$ cat src/rtl/edge_detector.sv
// Per-bit level edge detector: optional input synchronizer followed by a
// 4-state Moore FSM that emits one-cycle rising, falling and any-edge pulses.
module edge_detector #(
   parameter int unsigned WIDTH       = 1,
   parameter int unsigned SYNC_STAGES = 2
) (
   input  logic             clk,
   input  logic             reset,
   input  logic [WIDTH-1:0] level,
   output logic [WIDTH-1:0] p_edge,
   output logic [WIDTH-1:0] n_edge,
   output logic [WIDTH-1:0] any_edge
);

   // One-hot so every output is a direct flop bit; unused codes recover to LOW.
   typedef enum logic [3:0] {
      LOW  = 4'b0001,
      RISE = 4'b0010,
      HIGH = 4'b0100,
      FALL = 4'b1000
   } state_t;

   logic [WIDTH-1:0] s;

   generate
      if (SYNC_STAGES == 0) begin : g_nosync
         assign s = level;
      end else begin : g_sync
         logic [WIDTH-1:0] stage [SYNC_STAGES];

         // Synchronizer shift register, cleared on reset.
         always_ff @(posedge clk) begin
            if (reset) begin
               for (int j = 0; j < int'(SYNC_STAGES); j++) begin
                  stage[j] <= '0;
               end
            end else begin
               stage[0] <= level;
               for (int j = 1; j < int'(SYNC_STAGES); j++) begin
                  stage[j] <= stage[j-1];
               end
            end
         end

         assign s = stage[SYNC_STAGES-1];
      end
   endgenerate

   generate
      for (genvar i = 0; i < int'(WIDTH); i++) begin : g_bit
         state_t state;
         state_t state_nxt;

         // State register.
         always_ff @(posedge clk) begin
            if (reset) begin
               state <= LOW;
            end else begin
               state <= state_nxt;
            end
         end

         // Next-state logic; any illegal code falls back to LOW.
         always_comb begin
            state_nxt = LOW;
            case (state)
               LOW:     state_nxt = s[i] ? RISE : LOW;
               RISE:    state_nxt = s[i] ? HIGH : FALL;
               HIGH:    state_nxt = s[i] ? HIGH : FALL;
               FALL:    state_nxt = s[i] ? RISE : LOW;
               default: state_nxt = LOW;
            endcase
         end

         // Moore outputs decoded from the registered state only.
         assign p_edge[i]   = (state == RISE);
         assign n_edge[i]   = (state == FALL);
         assign any_edge[i] = (state == RISE) | (state == FALL);
      end
   endgenerate

endmodule

$ cat config.mk
export PLATFORM = sky130hd
export DESIGN_NAME = edge_detector
export DESIGN_NICKNAME = d
export VERILOG_FILES = /design/src/rtl/edge_detector.sv
export SDC_FILE = /design/constraint.sdc
export NUM_CORES = 1
export LEC_CHECK = 0
export BUFFER_PORTS_ARGS = -buffer_cell sky130_fd_sc_hd__buf_2
export CORE_AREA = 2 2 39 41
export DETAILED_ROUTE_END_ITERATION = 10
export DIE_AREA = 0 0 41 43
export SLEW_MARGIN = 20
export SYNTH_ARGS = -nofsm -noshare
export SYNTH_HDL_FRONTEND = slang
export SYNTH_SLANG_ARGS = --single-unit
$ cat constraint.sdc
create_clock -name clk -period 3.85 [get_ports clk]
set_input_delay 0 -clock clk [delete_from_list [all_inputs] [get_ports clk]]
set_output_delay 0 -clock clk [all_outputs]
set_load 0.01 [all_outputs]
==> reports/results.ini, run 1 <==
[setup_path]
r2r_start=g_bit[0].state[3]
r2r_slack_ps=2580
required_ps=3990
crit_path_end_kind=flip-flop
path_max_fanout=5
path_cells=xnor2_1 > or4b_1 > a21o_1
slowest_delay_ps=460
critPathLaunch=g_bit[0].state[3]
crit_buf_inv=0
r2r_cells=3
criticalPathCategory=reg2reg
cp.arrival_ps=1410
slowest_stage=or4b_1
cp_top_family=simple AND/OR/NAND/NOR gates
cp-start-kind=flip-flop
timing.rr.end=g_bit[0].state[0]

[die]
initial_core_util_pct=16.18
die_w_um=41
core_area_um2=1384
placementRows=14
die_y_um=43
pin_count=6
die_area_um2=1763

[global_routing]
first_global_vias=170
grt_pass1_wl_um=627
grt_max_degree=7
track_usage_pct=5.936
grt_overflow=0
grt_antenna_before_repair=0

[timing]
max_slew_margin_pct=75.74
skew_ps=6.272
period_share_pct=32.94
fin_crit_ps=1268
setup_viol=0
whs_ps=432.4
slew_viol_final=0
final.setup.tns_ps=0
fmax_ghz=0.7886
grt_setup_unrepaired=no
hold_viol=0
tightest_slew_ps=358.9

[min_path]
hold_start=g_sync.stage[0][1]
min_to=g_bit[0].state[3]
min_path_type=reg2reg
hold_depth=1

[status]
status=completed

[detailed_routing]
drc_errors=0
routed_wl_um=365
initialDrtViolationCount=0
avgViaCountPerCell=4.063
num_vias=195
ant_nets=0
firstDrtPassIters=1
wl_per_cell_um=7.604

[power_and_ir_drop]
vdd_drop_max_mv=0.1340
power.leakage_nw=0.1196
cellPowerDensity_nw_per_um2=400.3

[synthesis]
syn_avg_cell_area_um2=10.67
synth.cell_area_um2=224.0
yosys_warnings=0
syn_inst=21
syn-num-nets=24
synth_sequential_area_ratio_pct=53.63
yosysUniqueCellTypes=10
synth_seq_cells=6

[finish]
nFillCells=148
finalCoreUtilization_pct=23.24
syn2layout_area_growth_pct=43.58
final_nets=37
drive_above_1_share_pct=25.00
diodes=0

[placed_design]
portBuffers=5
hpwlAfterDp_um=253
place_congestion=0.6187

[clock_network]
cts_buffers=3
cts_resized=0
clk_latency_ps=240
clk_pin_slew_ps=50
cts_tree=built
cts-root-buf=clkbuf_4
clockBufferDepth=2
htree_levels=1
cts_sinks=6

[job]
maxCapViolCount=0

==> area by class of cell <==
cell class                      instances  area [µm²]  share of cell area (%)
Sequential cell                         6       120.1                   37.35
Tap cell                               16       20.02                   6.226
Clock buffer                            3       22.52                   7.004
Multi-Input combinational cell         15       103.9                   32.30
Timing Repair Buffer                    8       55.05                   17.12
==> cells in the mapped netlist, drive strengths merged <==
cell,instances,area (µm²)
nor4,1,6.260
or4b,1,10.01
nor2,2,7.510
nor4b,3,26.28
dfxtp,6,120.1
nand2b,1,6.260
nor3,2,10.01
a21o,1,7.510
nor2b,2,12.51
xnor2,2,17.52
==> cells in the final DEF (no fill, tap or decap) <==
cell type and instances:
xnor2_1 2, nor4_1 1, nor2_1 2, nor2b_1 2, nand2b_1 1, dlygate4sd3_1 3
buf_2 5, clkbuf_4 3, a21o_1 1, nor4b_1 3, or4b_1 1, nor3_1 2
dfxtp_1 6
==> per-stage QoR <==
| step | total power [mW] | worst slack, ps | area [µm²] | cells |
|---|---|---|---|---|
| after global routing | 0.1357 | 2521 | 321.6 | 48 |
| after floorplan | 0.06839 | 2502 | 224.0 | 21 |
| after CTS | 0.1308 | 2567 | 321.6 | 48 |
| after detailed placement | 0.07034 | 2579 | 269.0 | 42 |
| final | 0.1287 | 2582 | 321.6 | 48 |
| after global placement | 0.07022 | 2580 | 269.0 | 42 |
==> worst max path at each step <==
stage | end | slack, ps | depth (start not counted)
global route | g_bit[0].state[0] | 2520 | 3
detailed placement | g_bit[0].state[0] | 2580 | 3
CTS | g_bit[0].state[0] | 2570 | 3
finish | g_bit[0].state[0] | 2580 | 3
floorplan | g_bit[0].state[0] | 2500 | 3
global placement | g_bit[0].state[0] | 2580 | 3
==> repair_timing <==
action	4_1_cts	5_1_grt
buffers inserted	0	0
hold endpoints to repair	4	0
hold buffers	3	0
==> cell families (layout without fill, tap and decap cells) <==
family | after synthesis | in the layout | share of synthesized area (%)
xor gates and xnor gates | 2 | 2 | 7.823
and+or+nand+nor | 12 | 12 | 35.20
buffers and inverters | 0 | 11 | 0
DFF | 6 | 6 | 53.63
AOI/OAI and AO/OA | 1 | 1 | 3.353
==> per-layer routing <==
metal  up-vias  global-route usage [%]  share of wire (%)
li1         99                       -                  -
met1        88                   6.149                 50
met2         8                   6.875                 40
met3         0                   6.283                 10
met4         0                   4.000                  0
met5         -                       0                  0
==> where the power goes <==
group / switching, mW / internal, mW / leakage, nW
clock: 0.0221 / 0.0352 / 0.0138
sequential: 0.00118 / 0.0639 / 0.0490
combinational: 0.00185 / 0.00446 / 0.0568
total: 0.0251 / 0.104 / 0.120
==> state kept, by name, summed over array words and instances, names as in the netlist <==
register and cells:
g_bit.state 4, g_sync.stage 2
No activity file was read; power rests on OpenSTA's default activity.
==> inputs of run 2 (changes only) <==
==> constraint.sdc (replaced) <==
create_clock -name clk -period 1.3 [get_ports clk]
set_input_delay 0 -clock clk [delete_from_list [all_inputs] [get_ports clk]]
set_output_delay 0 -clock clk [all_outputs]
set_load 0.01 [all_outputs]
==> reports/results.ini, run 2 (same netlist as run 1, synthesis figures left out) <==
[status]
status=completed

[placed_design]
dpl.cell_count=44
pre_cts_slack_ps=99.42
place_congestion=0.6639
portBuffers=5

[power_and_ir_drop]
p_switching_mw=0.07905
intPower_mw=0.3082
seqPwrFrac_pct=49.6
clkPwrFrac_pct=44.8
combPwrFrac_pct=5.5
cellPowerDensity_nw_per_um2=1130
p_sw_share_pct=20.41
power.leakage_nw=0.1296
vdd_drop_max_mv=0.4033

[setup_path]
criticalPathCategory=reg2reg
cp-start-kind=flip-flop
slowest_stage=or4b_1
r2r_cells=3
path_max_fanout=2
cp.arrival_ps=1350
slowest_delay_ps=470
required_ps=1440
crit_path_end_kind=flip-flop
path_cells=xnor2_1 > or4b_1 > a21o_1

[timing]
max_slew_margin_pct=83.10
hold_viol=0
grt_setup_unrepaired=no
skew_ps=1.774
tightest_slew_ps=249.9
setup_viol=0
fmax_ghz=0.8290
fin_crit_ps=1206
period_share_pct=92.79
fin_ws_ps=93.76
final.setup.tns_ps=0
slew_viol_final=0

[die]
placementRows=14
initial_core_util_pct=16.18
die_y_um=43
core_area_um2=1384
die_area_um2=1763
pin_count=6
die_w_um=41

[detailed_routing]
firstDrtPassIters=2
routed_wl_um=421
wl_per_cell_um=8.420
initialDrtViolationCount=10
ant_nets=0
num_vias=200
avgViaCountPerCell=4.000
drc_errors=0

[clock_network]
clk_latency_ps=240
htree_levels=1
cts_tree=built
cts_buffers=3
clockBufferDepth=2
clk_pin_slew_ps=50
cts-root-buf=clkbuf_4
cts_sinks=6

[finish]
largest_reg_flops=4
largest_register=g_bit.state
layout_commonest_cell=dfxtp_1
layout.cells.non_filler=50
finalCoreUtilization_pct=24.77
syn2layout_area_growth_pct=53.07
diodes=0
largestRegisters=g_bit.state: 4 flops, g_sync.stage: 2 flops
final_cell_mix=dfxtp_1, buf_2, clkbuf_4, dlygate4sd3_1
final_nets=39
drive_above_1_share_pct=32.35
nFillCells=152

[min_path]
min_path_type=reg2reg
hold_depth=1

[global_routing]
grt_pass1_wl_um=724
grt_max_degree=7
grt_overflow=0
first_global_vias=195
grt_antenna_before_repair=0
track_usage_pct=6.445

[job]
maxCapViolCount=0

[run 2: cell types whose count changed in the layout (fill, tap and decap cells not counted)]
cell,before,now
buf_4,0,2
nor4b_2,0,1
nor4b_1,3,2
[run 2: power groups by stage]
| stage | Combinational (mW) | Clock (mW) | Sequential, mW |
|---|---|---|---|
| after CTS | 0.0213 | 0.182 | 0.192 |
| after global routing | 0.0234 | 0.193 | 0.193 |
| after detailed placement | 0.0145 | 0 | 0.196 |
| after floorplan | 0.00717 | 0 | 0.196 |
| final | 0.0214 | 0.174 | 0.192 |
| after global placement | 0.0141 | 0 | 0.196 |
[run 2: metal layers]
metal | wire length (µm) | GRT usage, %
met3 | 51 | 6.283
met2 | 187 | 8.750
met5 | 0 | 0
met4 | 0 | 2.000
met1 | 183 | 6.818
[run 2: through the flow]
step / instance area, µm² / power (mW) / hold slack, ps
after CTS: 342.8 / 0.3952 / 435.5
after global placement: 290.3 / 0.2097 / 212.6
after floorplan: 230.2 / 0.2028 / 71.61
final: 342.8 / 0.3873 / 430.7
after detailed placement: 290.3 / 0.2102 / 220.9
after global routing: 342.8 / 0.4092 / 457.5
[run 2: final timing paths]
kind	startpoint	endpoint	slack, ps
hold / removal	g_sync.stage[0][0]	g_sync.stage[0][1]	430
hold reg to reg	g_sync.stage[0][0]	g_sync.stage[0][1]	430
setup / recovery	g_bit[0].state[3]	g_bit[0].state[0]	90
setup reg to reg	g_bit[0].state[3]	g_bit[0].state[0]	90
[run 2: layout make-up]
type | instances | area [µm²] | area share [%]
clock buffer | 3 | 22.52 | 6.569
multi-input combinational | 15 | 110.1 | 32.12
sequential | 6 | 120.1 | 35.04
tap | 16 | 20.02 | 5.839
timing repair buffer | 10 | 70.07 | 20.44
[run 2: critical path: cells and delay by family, from the launching register on]
kind | cells | cell delay, ps
AND/OR/NAND/NOR | 1 | 470
flip-flops | 1 | 310
AO/OA/AOI/OAI | 1 | 180
XOR/XNOR | 1 | 140
[run 2: what timing repair did]
| action | CTS | global route |
|---|---|---|
| hold endpoints to repair | 4 | 0 |
| resized for setup | 0 | 0 |
| hold buffers | 3 | 0 |
| setup buffers | 0 | 0 |
==> inputs of run 3 (changes only) <==
==> constraint.sdc (replaced) <==
create_clock -name clk -period 1.3 [get_ports clk]
set_input_delay 0.13 -clock clk [delete_from_list [all_inputs] [get_ports clk]]
set_output_delay 0.13 -clock clk [all_outputs]
set_load 0.01 [all_outputs]
==> reports/results.ini, run 3 (same netlist as run 1, synthesis figures left out) <==
[clock_network]
htree_levels=1
cts_tree=built
clk_latency_ps=240
cts_sinks=6
clk_pin_slew_ps=40
clockBufferDepth=2
cts_buffers=3
cts-root-buf=clkbuf_4

[finish]
diodes=0
largest_reg_flops=4
largest_register=g_bit.state
final_nets=36
drive_above_1_share_pct=45.16
syn2layout_area_growth_pct=46.93
fin_area_um2=329.1
largestRegisters=g_bit.state: 4 flops, g_sync.stage: 2 flops
final_cell_mix=buf_2, clkbuf_4, dfxtp_2, dfxtp_1
layout_commonest_cell=buf_2

[timing]
period_share_pct=97.16
grt_setup_unrepaired=yes
fin_ws_ps=36.90
fin_crit_ps=1263
fmax_ghz=0.7917
setup_viol=0
skew_ps=1.888
slew_viol_final=0
hold_viol=0
tightest_slew_ps=250.9
max_slew_margin_pct=83.04

[setup_path]
cp.arrival_ps=1400
criticalPathCategory=reg2reg
cp-start-kind=flip-flop
crit_path_end_kind=flip-flop
path_max_fanout=5
required_ps=1430
r2r_slack_ps=40

[die]
initial_core_util_pct=16.18
die_area_um2=1763
die_w_um=41
pin_count=6
placementRows=14
die_y_um=43
core_area_um2=1384

[detailed_routing]
ant_nets=0
firstDrtPassIters=2
routed_wl_um=388
wl_per_cell_um=8.255
drc_errors=0
num_vias=194
initialDrtViolationCount=5
avgViaCountPerCell=4.128

[job]
maxCapViolCount=0

[power_and_ir_drop]
cellPowerDensity_nw_per_um2=1151
vdd_drop_max_mv=0.4697
power.leakage_nw=0.1184

[global_routing]
grt_max_degree=7
grt_pass1_wl_um=662
grt_overflow=0
track_usage_pct=5.936
first_global_vias=187
grt_antenna_before_repair=0

[min_path]
min_path_type=in2reg

[placed_design]
placed_cell_area_um2=290.3
pre_cts_slack_ps=99.42
portBuffers=5
place_congestion=0.6639

[status]
status=completed

run 3: cell count changes in the layout (fill, tap and decap cells not counted), sizes merged:
cell         delta
dlygate4sd3     -3
run 3: worst max-delay path, stage by stage, from the launching register on:
cell,delay [ps]
dfxtp_2,350
xnor2_1,150
or4b_1,470
a21o_1,180
run 3: area by class of cell:
class / instances / area (µm²)
fill: 155 / 1055
timing repair buffer: 7 / 43.79
tap: 16 / 20.02
clock buffer: 3 / 22.52
sequential: 6 / 123.9
multi-input combinational: 15 / 118.9
run 3: stage by stage:
step | setup TNS [ps] | hold slack (ps) | utilization [%] | instances | total power, mW
6_report | 0 | 99.59 | 23.78 | 47 | 0.3787
5_1_grt | -21.94 | 108.6 | 23.78 | 47 | 0.4001
4_1_cts | 0 | 93.98 | 23.24 | 47 | 0.3893
3_5_place_dp | 0 | 350.9 | 20.98 | 44 | 0.2102
3_3_place_gp | 0 | 342.6 | 20.98 | 44 | 0.2097
2_1_floorplan | 0 | 201.6 | - | 21 | 0.2028
run 3: per-layer routing:
metal / global-route usage [%] / vias up / wire, µm
li1: - / 97 / -
met1: 5.502 / 88 / 171
met2: 8.438 / 9 / 165
met3: 6.283 / 0 / 52
met4: 2.000 / 0 / 0
met5: 0 / - / 0
run 3: final timing paths:
path / endpoint / cells past startpoint / start
setup / recovery: g_bit[0].state[0] / 3 / g_bit[0].state[3]
hold / removal: g_sync.stage[0][0] / 2 / level
setup reg to reg: g_bit[0].state[0] / 3 / g_bit[0].state[3]
hold reg to reg: g_sync.stage[0][1] / 1 / g_sync.stage[0][0]
run 3: timing repair:
action,CTS,global route
hold endpoints to repair,0,0
setup buffers,0,1
pin swaps,0,2
resized for setup,1,4
hold buffers,0,0
gates cloned,0,0
setup endpoints to repair,1,3
run 3: where the power goes:
part | internal [mW] | switching (mW)
Combinational | 0.00952 | 0.00598
Clock | 0.104 | 0.0659
Sequential | 0.190 | 0.00325
Total | 0.304 | 0.0752
